### src/rtl/decode_issue_stage.sv
// rtl/decode_issue_stage.sv - decode/issue stage with busy scoreboard and immediate formatting
// Optional DECODE_WB_BYPASS_EN: same-cycle writeback releases a stalled instruction.
module decode_issue_stage #(
    parameter  int XLEN  = 36,
    parameter  int ILEN  = 32,
    parameter  int NREGS = 32,
    parameter  int IMMW  = 25,
    localparam int AW    = $clog2(NREGS)
) (
    input  logic            clk,
    input  logic            rst,
    input  logic            if_valid,
    output logic            if_ready,
    input  logic [ILEN-1:0] if_inst,
    input  logic [XLEN-1:0] if_pc,
    input  logic [3:0]      imm_type,
    input  logic            src1_en,
    input  logic            src2_en,
    input  logic            dst_en,
    input  logic [AW-1:0]   src1_addr,
    input  logic [AW-1:0]   src2_addr,
    input  logic [AW-1:0]   dst_addr,
    input  logic            flush,
    input  logic            wb_valid,
    input  logic [AW-1:0]   wb_addr,
    output logic            id_valid,
    input  logic            id_ready,
    output logic [ILEN-1:0] id_inst,
    output logic [XLEN-1:0] id_pc,
    output logic [IMMW-1:0] id_imm,
    output logic [AW-1:0]   id_src1,
    output logic [AW-1:0]   id_src2,
    output logic [AW-1:0]   id_dst,
    output logic            id_dst_en
);

    logic [NREGS-1:0] busy;
    logic [NREGS-1:0] busy_next;
    logic [NREGS-1:0] busy_eff;
    logic [IMMW-1:0]  imm_next;
    logic             hazard;
    logic             accept;

`ifdef DECODE_WB_BYPASS_EN
    always_comb begin
        busy_eff = busy;
        if (wb_valid && wb_addr != '0) busy_eff[wb_addr] = 1'b0;
    end
`else
    assign busy_eff = busy;
`endif

    assign hazard   = (src1_en & busy_eff[src1_addr]) |
                      (src2_en & busy_eff[src2_addr]) |
                      (dst_en  & busy_eff[dst_addr]);
    assign if_ready = !rst && !flush && !hazard && (!id_valid || id_ready);
    assign accept   = if_valid && if_ready;

    // Later assignments win: a new issue overrides a same-cycle retire of that register.
    always_comb begin
        busy_next = busy;
        if (wb_valid && wb_addr != '0) busy_next[wb_addr] = 1'b0;
        if (flush && id_valid && !id_ready && id_dst_en && id_dst != '0) busy_next[id_dst] = 1'b0;
        if (accept && dst_en && dst_addr != '0) busy_next[dst_addr] = 1'b1;
        busy_next[0] = 1'b0;
    end

    // Fill with the field's sign bit, then overwrite the low bits with the field.
    always_comb begin
        imm_next = '0;
        case (imm_type)
            4'd0: begin
                imm_next       = {IMMW{if_inst[24]}};
                imm_next[24:0] = if_inst[24:0];
            end
            4'd1: begin
                imm_next       = {IMMW{if_inst[24]}};
                imm_next[20:0] = {if_inst[24:20], if_inst[15:0]};
            end
            4'd2: begin
                imm_next       = {IMMW{if_inst[21]}};
                imm_next[21:0] = if_inst[21:0];
            end
            4'd3: begin
                imm_next       = {IMMW{if_inst[14]}};
                imm_next[14:0] = if_inst[14:0];
            end
            4'd4: begin
                imm_next       = {IMMW{if_inst[18]}};
                imm_next[18:0] = if_inst[18:0];
            end
            4'd5: begin
                imm_next       = {IMMW{if_inst[24]}};
                imm_next[14:0] = {if_inst[24:20], if_inst[9:0]};
            end
            4'd6: begin
                imm_next       = {IMMW{if_inst[14]}};
                imm_next[10:0] = if_inst[14:4];
            end
            4'd7: begin
                imm_next       = {IMMW{if_inst[24]}};
                imm_next[15:0] = {if_inst[24:20], if_inst[14:4]};
            end
            4'd8: begin
                imm_next       = {IMMW{if_inst[24]}};
                imm_next[10:0] = {if_inst[24:20], if_inst[9:4]};
            end
            default: imm_next = '0;
        endcase
    end

    always_ff @(posedge clk) begin
        if (rst) begin
            busy      <= '0;
            id_valid  <= 1'b0;
            id_inst   <= '0;
            id_pc     <= '0;
            id_imm    <= '0;
            id_src1   <= '0;
            id_src2   <= '0;
            id_dst    <= '0;
            id_dst_en <= 1'b0;
        end else begin
            busy <= busy_next;
            if (flush) begin
                id_valid <= 1'b0;
            end else if (accept) begin
                id_valid <= 1'b1;
            end else if (id_ready) begin
                id_valid <= 1'b0;
            end
            if (accept) begin
                id_inst   <= if_inst;
                id_pc     <= if_pc;
                id_imm    <= imm_next;
                id_src1   <= src1_addr;
                id_src2   <= src2_addr;
                id_dst    <= dst_addr;
                id_dst_en <= dst_en;
            end
        end
    end

endmodule

### config.mk
export PLATFORM = sky130hd
export DESIGN_NAME = decode_issue_stage
export DESIGN_NICKNAME = d
export VERILOG_FILES = /design/src/rtl/decode_issue_stage.sv
export SDC_FILE = /design/constraint.sdc
export NUM_CORES = 1
export LEC_CHECK = 0
export ABC_CLOCK_PERIOD_IN_PS = 4190
export BUFFER_PORTS_ARGS = -buffer_cell sky130_fd_sc_hd__buf_2
export CAP_MARGIN = 25
export CELL_PAD_IN_SITES_DETAIL_PLACEMENT = 0
export CELL_PAD_IN_SITES_GLOBAL_PLACEMENT = 1
export CORE_ASPECT_RATIO = 1.4
export CORE_MARGIN = 2
export CORE_UTILIZATION = 43
export CTS_CLUSTER_DIAMETER = 150
export DETAILED_ROUTE_END_ITERATION = 10
export PLACE_DENSITY_LB_ADDON = 0.08
export RECOVER_POWER = 50
export SYNTH_ARGS = -nofsm -noshare
export SYNTH_HDL_FRONTEND = slang
export SYNTH_SLANG_ARGS = --single-unit
### constraint.sdc
create_clock -name clk -period 4.19 [get_ports clk]
set_clock_uncertainty 0.1 [all_clocks]
set_input_delay 0.2095 -clock clk [delete_from_list [all_inputs] [get_ports clk]]
set_output_delay 0.2095 -clock clk [all_outputs]
set_load 0.05 [all_outputs]
Word-level counts from Yosys, hierarchy flattened
Cells that the tools add are included.
W data, S select, Z words.
{"block": "op_classes", "div": 0, "mux": 18, "n_reduce_logical": 26, "n_eq_ne": 8, "bitwise_logic": 10, "mul": 0, "magnitude_cmp": 8, "shift": 0, "addsub": 0}
{"cell": "$pmux W25 S9", "n": 1}
{"cell": "$mux W32", "n": 3}
{"cell": "$and A32 B32 Y32", "n": 2}
{"cell": "$not A32 Y32", "n": 2}
{"cell": "$or A32 B32 Y32", "n": 1}
{"cell": "$lt A5 B6 Y1 const B", "n": 5}
{"cell": "$eq A4 B3 Y1 const B", "n": 4}
{"cell": "$bmux W1 S5", "n": 3}
{"cell": "$demux W1 S5", "n": 3}
{"cell": "$ge A5 B1 Y1 const B", "n": 3}
{"cell": "$reduce_bool A5 Y1", "n": 3}
{"cell": "$logic_and A1 B1 Y1", "n": 14}
{"cell": "$eq A4 B2 Y1 const B", "n": 2}
{"cell": "$mux W1", "n": 8}
{"cell": "$logic_not A1 Y1", "n": 5}
{"cell": "$eq A4 B1 Y1 const B", "n": 1}
{"cell": "$eq A4 B4 Y1 const B", "n": 1}
{"cell": "$logic_not A4 Y1", "n": 1}
{"cell": "$and A1 B1 Y1", "n": 3}
{"cell": "$or A1 B1 Y1", "n": 2}
{"cell": "$reduce_bool A2 Y1", "n": 1}
{"cell": "$reduce_or A2 Y1", "n": 1}
{"cell": "$logic_or A1 B1 Y1", "n": 1}
{"block": "word_totals", "ff_bits": 142, "latchBits": 0, "mem_bits_rw": 0, "romBits": 0, "memories": 0, "wordCells": 80, "input_bits": 101}

Depth between registers and ports, before layout
{"block": "logic_depth", "depth_word": 12, "mapped_depth": 11}

Least setup slack after synthesis
Ideal clock, no wire load.
{"block": "synth_timing", "path_type": "input to output", "startpoint": "in src1_addr[1]", "endpoint": "out if_ready", "stages": 7, "t_arrival_ns": 2.671, "setup_slack_ns": 1.209, "cell_sequence": "buf_2 > buf_2 > mux2_2 > a311oi_1 > a221oi_1 > or4_1 > a31oi_1"}
{"block": "synth_between", "elab_chain_len": 8}
{"item": "start: declaration", "line": "20", "source": "input logic [AW-1:0] src1_addr,"}
{"item": "$bmux W1 S5", "line": "53", "source": "assign hazard = (src1_en & busy_eff[src1_addr]) |"}
{"item": "$mux W1 (implied by the code)", "line": "53"}
{"item": "$and A1 B1 Y1", "line": "53"}
{"item": "$or A1 B1 Y1", "line": "53"}
{"item": "$or A1 B1 Y1", "line": "54", "source": "(src2_en & busy_eff[src2_addr]) |"}
{"item": "$logic_not A1 Y1", "line": "56", "source": "assign if_ready = !rst && !flush && !hazard && (!id_valid || id_ready);"}
{"item": "$logic_and A1 B1 Y1 (2 in a row)", "line": "56"}
{"item": "end: declaration", "line": "13", "source": "output logic if_ready,"}
Every way passes these cells. The select of a mux whose other input is x is not followed.

Final worst setup path
{"block": "layout_timing", "startpoint": "reg busy[14]", "endpoint": "reg id_inst[5]"}
{"block": "layout_between", "elab_chain_len": 9, "word_cells_on_any_way": 15, "cone_classes": "mux: 6; bitwise: 5; reduce/logical: 4"}
{"item": "start: declaration", "line": "37", "source": "logic [NREGS-1:0] busy;"}
{"item": "start signal: assignment", "line": "124", "source": "busy <= busy_next;"}
{"item": "$bmux W1 S5, on equally long branches", "line": "53, 54"}
{"item": "$mux W1, on equally long branches", "line": "53, 54"}
{"item": "$and A1 B1 Y1, on equally long branches", "line": "53, 54"}
{"item": "$or A1 B1 Y1", "line": "53"}
{"item": "$or A1 B1 Y1 (*)", "line": "54"}
{"item": "$logic_not A1 Y1 (*)", "line": "56"}
{"item": "$logic_and A1 B1 Y1 (*) (2 in a row)", "line": "56"}
{"item": "$logic_and A1 B1 Y1 (*)", "line": "57", "source": "assign accept = if_valid && if_ready;"}
{"item": "end signal: assignment", "line": "133", "source": "id_inst <= if_inst;"}
{"item": "end: declaration", "line": "28", "source": "output logic [ILEN-1:0] id_inst,"}
Mark *: on every way between the ends. The rest lies on a longest branch, timed or not. The select of a mux whose other input is x is not followed.
A chain may end at the register's enable or synchronous reset.

==> results.py <==
metrics = {
    "worst_setup_path": {
        "crit_fanout": 64,
        "start_kind": "flip-flop",
        "cp-end-kind": "flip-flop",
        "worst-setup-path-type": "reg2reg",
        "cp_data_arrival_time_ns": 3.29,
        "cp.required_ns": 4.40,
    },
    "clock_tree": {
        "cts.sinks": 141,
        "cts_resized": 0,
        "ctsLongestPathBuffers": 2,
        "cts_tree": "built",
        "clkTransAtPathRegs_ns": 0.06,
        "clock_latency_ns": 0.42,
        "cts_made_buffers": 17,
        "ctsHtreeMaxLevel": 4,
        "clockRootBuffer": "clkbuf_16",
        "post_cts_buffers": 0,
    },
    "sta": {
        "hold_viol_final": 0,
        "timing.slew.headroom": 0.361,
        "setup_viol": 0,
        "worst_slack_ns": 1.11,
        "period_share": 0.735,
        "rsz0062_at_grt": "false",
        "tightest_slew_ns": 0.951,
        "hold-worst-slack_ns": 0.0246,
        "finalSetupTns_ns": 0,
        "final_max_slew_viol_count": 0,
        "fmax_ghz": 0.325,
        "fin_crit_ns": 3.08,
    },
    "die": {
        "ios": 212,
        "rows": 57,
        "die_y_um": 160,
        "start_util": 0.434,
        "die_x_um": 115,
        "core_sq_um": 17200,
        "fp.dieArea_sq_um": 18400,
    },
    "yosys": {
        "synth_area_leaders": "dfxtp_1 (38%), nor2b_1 (9.6%), mux2_2 (6.8%)",
        "avgSynthCellArea_sq_um": 9.86,
        "synth_top_area_cell": "dfxtp_1",
        "synth-edff-count": 0,
        "synth_top_flop_cell": "dfxtp_1",
        "ys_ff_latch": 141,
        "synth_top_area_share": 0.378,
        "postSynthCellCount": 757,
        "synth_async_sr_flop_share": 0,
        "syn_area_sq_um": 7460,
        "syn_nets": 858,
        "yosysSeqAreaShare": 0.378,
        "synth_cell_types": 54,
        "yosysWarnings": 0,
    },
    "final_layout": {
        "final_nets": 1102,
        "drive_gt1_frac": 0.209,
        "diodes": 0,
        "syn2layout_area_growth_pct": 30.1,
        "mostFrequentLayoutCell": "dfxtp_1",
        "nFillCells": 1607,
        "fin_cells": 1250,
        "layout_common_cells": "dfxtp_1 (141), nor2b_1 (115), clkbuf_1 (111), buf_2 (100), dlygate4sd3_1 (68)",
    },
    "global_route": {
        "grt_max_degree": 84,
        "antenna_found_initial": 0,
        "track_usage": 0.256,
        "first_global_vias": 7067,
        "grt_pass1_wl_um": 36900,
        "overflow": 0,
    },
    "run_status": {
        "outcome": "completed",
    },
    "place": {
        "io_buffers": 211,
        "gp_congestion": 0.902,
        "pre_cts_slack_ns": 0.944,
        "dp.final_hpwl_um": 16800,
        "dp_cells": 1150,
    },
    "power_and_ir_drop": {
        "cellLeakagePower_nw": 3.97,
        "worst_ir_drop_vdd_mv": 0.233,
        "power_mw": 3.46,
        "power_per_cell_area_nw_per_um2": 357,
    },
    "route": {
        "drc_errors": 0,
        "wl_per_cell_um": 19.1,
        "vias_per_cell": 5.57,
        "via_count": 6958,
        "detail-route-antenna-nets": 0,
        "drtIter0Drc": 473,
        "wirelength_um": 23800,
        "drt-pass1-iter-count": 5,
    },
    "run": {
        "cap_violations": 0,
    },
    "hold_path": {
        "hp-class": "in2reg",
    },
}
## final timing paths
kind	end	cells after the start	slack, ns	from
worst max-delay path	id_inst[5]$_SDFFE_PP0P_	7	1.11	busy[14]$_SDFF_PP0_
worst min-delay path	id_inst[21]$_SDFFE_PP0P_	2	0.02	if_inst[21]
worst max register to register	id_inst[5]$_SDFFE_PP0P_	7	1.11	busy[14]$_SDFF_PP0_
worst min register to register	id_imm[7]$_SDFFE_PP0P_	2	0.38	id_imm[7]$_SDFFE_PP0P_
## kinds of logic after synthesis
kind of cell / count (synthesis) / share of synthesized area
and+or+nand+nor: 278 / 0.217
DFF: 141 / 0.378
xor gates and xnor gates: 1 / 0.00117
muxes: 145 / 0.232
buffers and inverters: 67 / 0.0426
AOI/OAI and AO/OA: 125 / 0.130
## power by group
part	leakage [nW]	switching, mW	internal (mW)	total, mW
Combinational	2.56	0.380	0.197	0.577
Clock	0.272	0.625	0.844	1.47
Sequential	1.14	0.0296	1.39	1.42
## metrics by stage
stage / cell area [sq um] / util
4_1_cts: 9860 / 0.573
3_5_place_dp: 8610 / 0.501
5_1_grt: 9710 / 0.565
2_1_floorplan: 7460 / -
3_3_place_gp: 8610 / 0.501
6_report: 9710 / 0.565
## Yosys cell counts, types with 2 or more instances
cell / number
nor2_1: 26
dfxtp_1: 141
nand4_1: 5
buf_1: 6
a31oi_1: 4
mux2_1: 36
buf_6: 5
or4b_2: 4
o41ai_2: 9
a21oi_1: 21
nor2b_1: 115
buf_2: 11
a221oi_1: 3
clkbuf_1: 33
o31ai_1: 11
and2_1: 2
a211oi_1: 5
inv_1: 7
a21boi_0: 2
a41oi_1: 2
a22oi_1: 9
nand3b_1: 12
mux2i_1: 50
o21ai_0: 19
o22ai_1: 2
buf_4: 4
nor3b_1: 6
nand2_1: 30
nand3_1: 27
mux2_2: 45
o221ai_1: 28
nand2b_1: 39
or3b_2: 2
mux4_2: 14
nor3_1: 3
## cell type report
| type | instances | area [sq um] | area share |
|---|---|---|---|
| multi-input cells | 549 | 4320 | 0.445 |
| flip-flops and latches | 141 | 2820 | 0.291 |
| repair buffers | 284 | 1660 | 0.171 |
| clock buffers | 19 | 443 | 0.0456 |
| well taps | 236 | 295 | 0.0304 |
| clock inverters | 13 | 128 | 0.0131 |
| inverters | 8 | 30.0 | 0.00309 |
## metal layers
layer	GRT usage	routed length, um	up-vias	part of all wire
li1	-	-	3241	-
met2	0.447	12400	319	0.52
met5	0	0	-	0
met4	0.138	1100	0	0.046
met1	0.278	8820	3312	0.37
met3	0.0653	1560	86	0.065
## repair_timing
action,in CTS,in global routing
hold buffers,68,0
endpoints found under the setup margin,0,0
endpoints found under the hold margin,71,0
## state kept, by name, summed over array words and instances, names as in the netlist
register   cells
busy          31
id_pc         36
id_src1        5
id_dst_en      1
id_inst       32
id_src2        5
id_dst         5
id_imm        25
id_valid       1
## critical path: stages, from the launching register on
cell	delay (ns)
dfxtp_1	0.35
mux4_2	0.47
a221oi_1	0.31
o31ai_1	0.14
a31oi_1	0.34
nand4bb_4	0.45
buf_12	0.38
mux2_1	0.36
(Power assumes the default switching activity.)
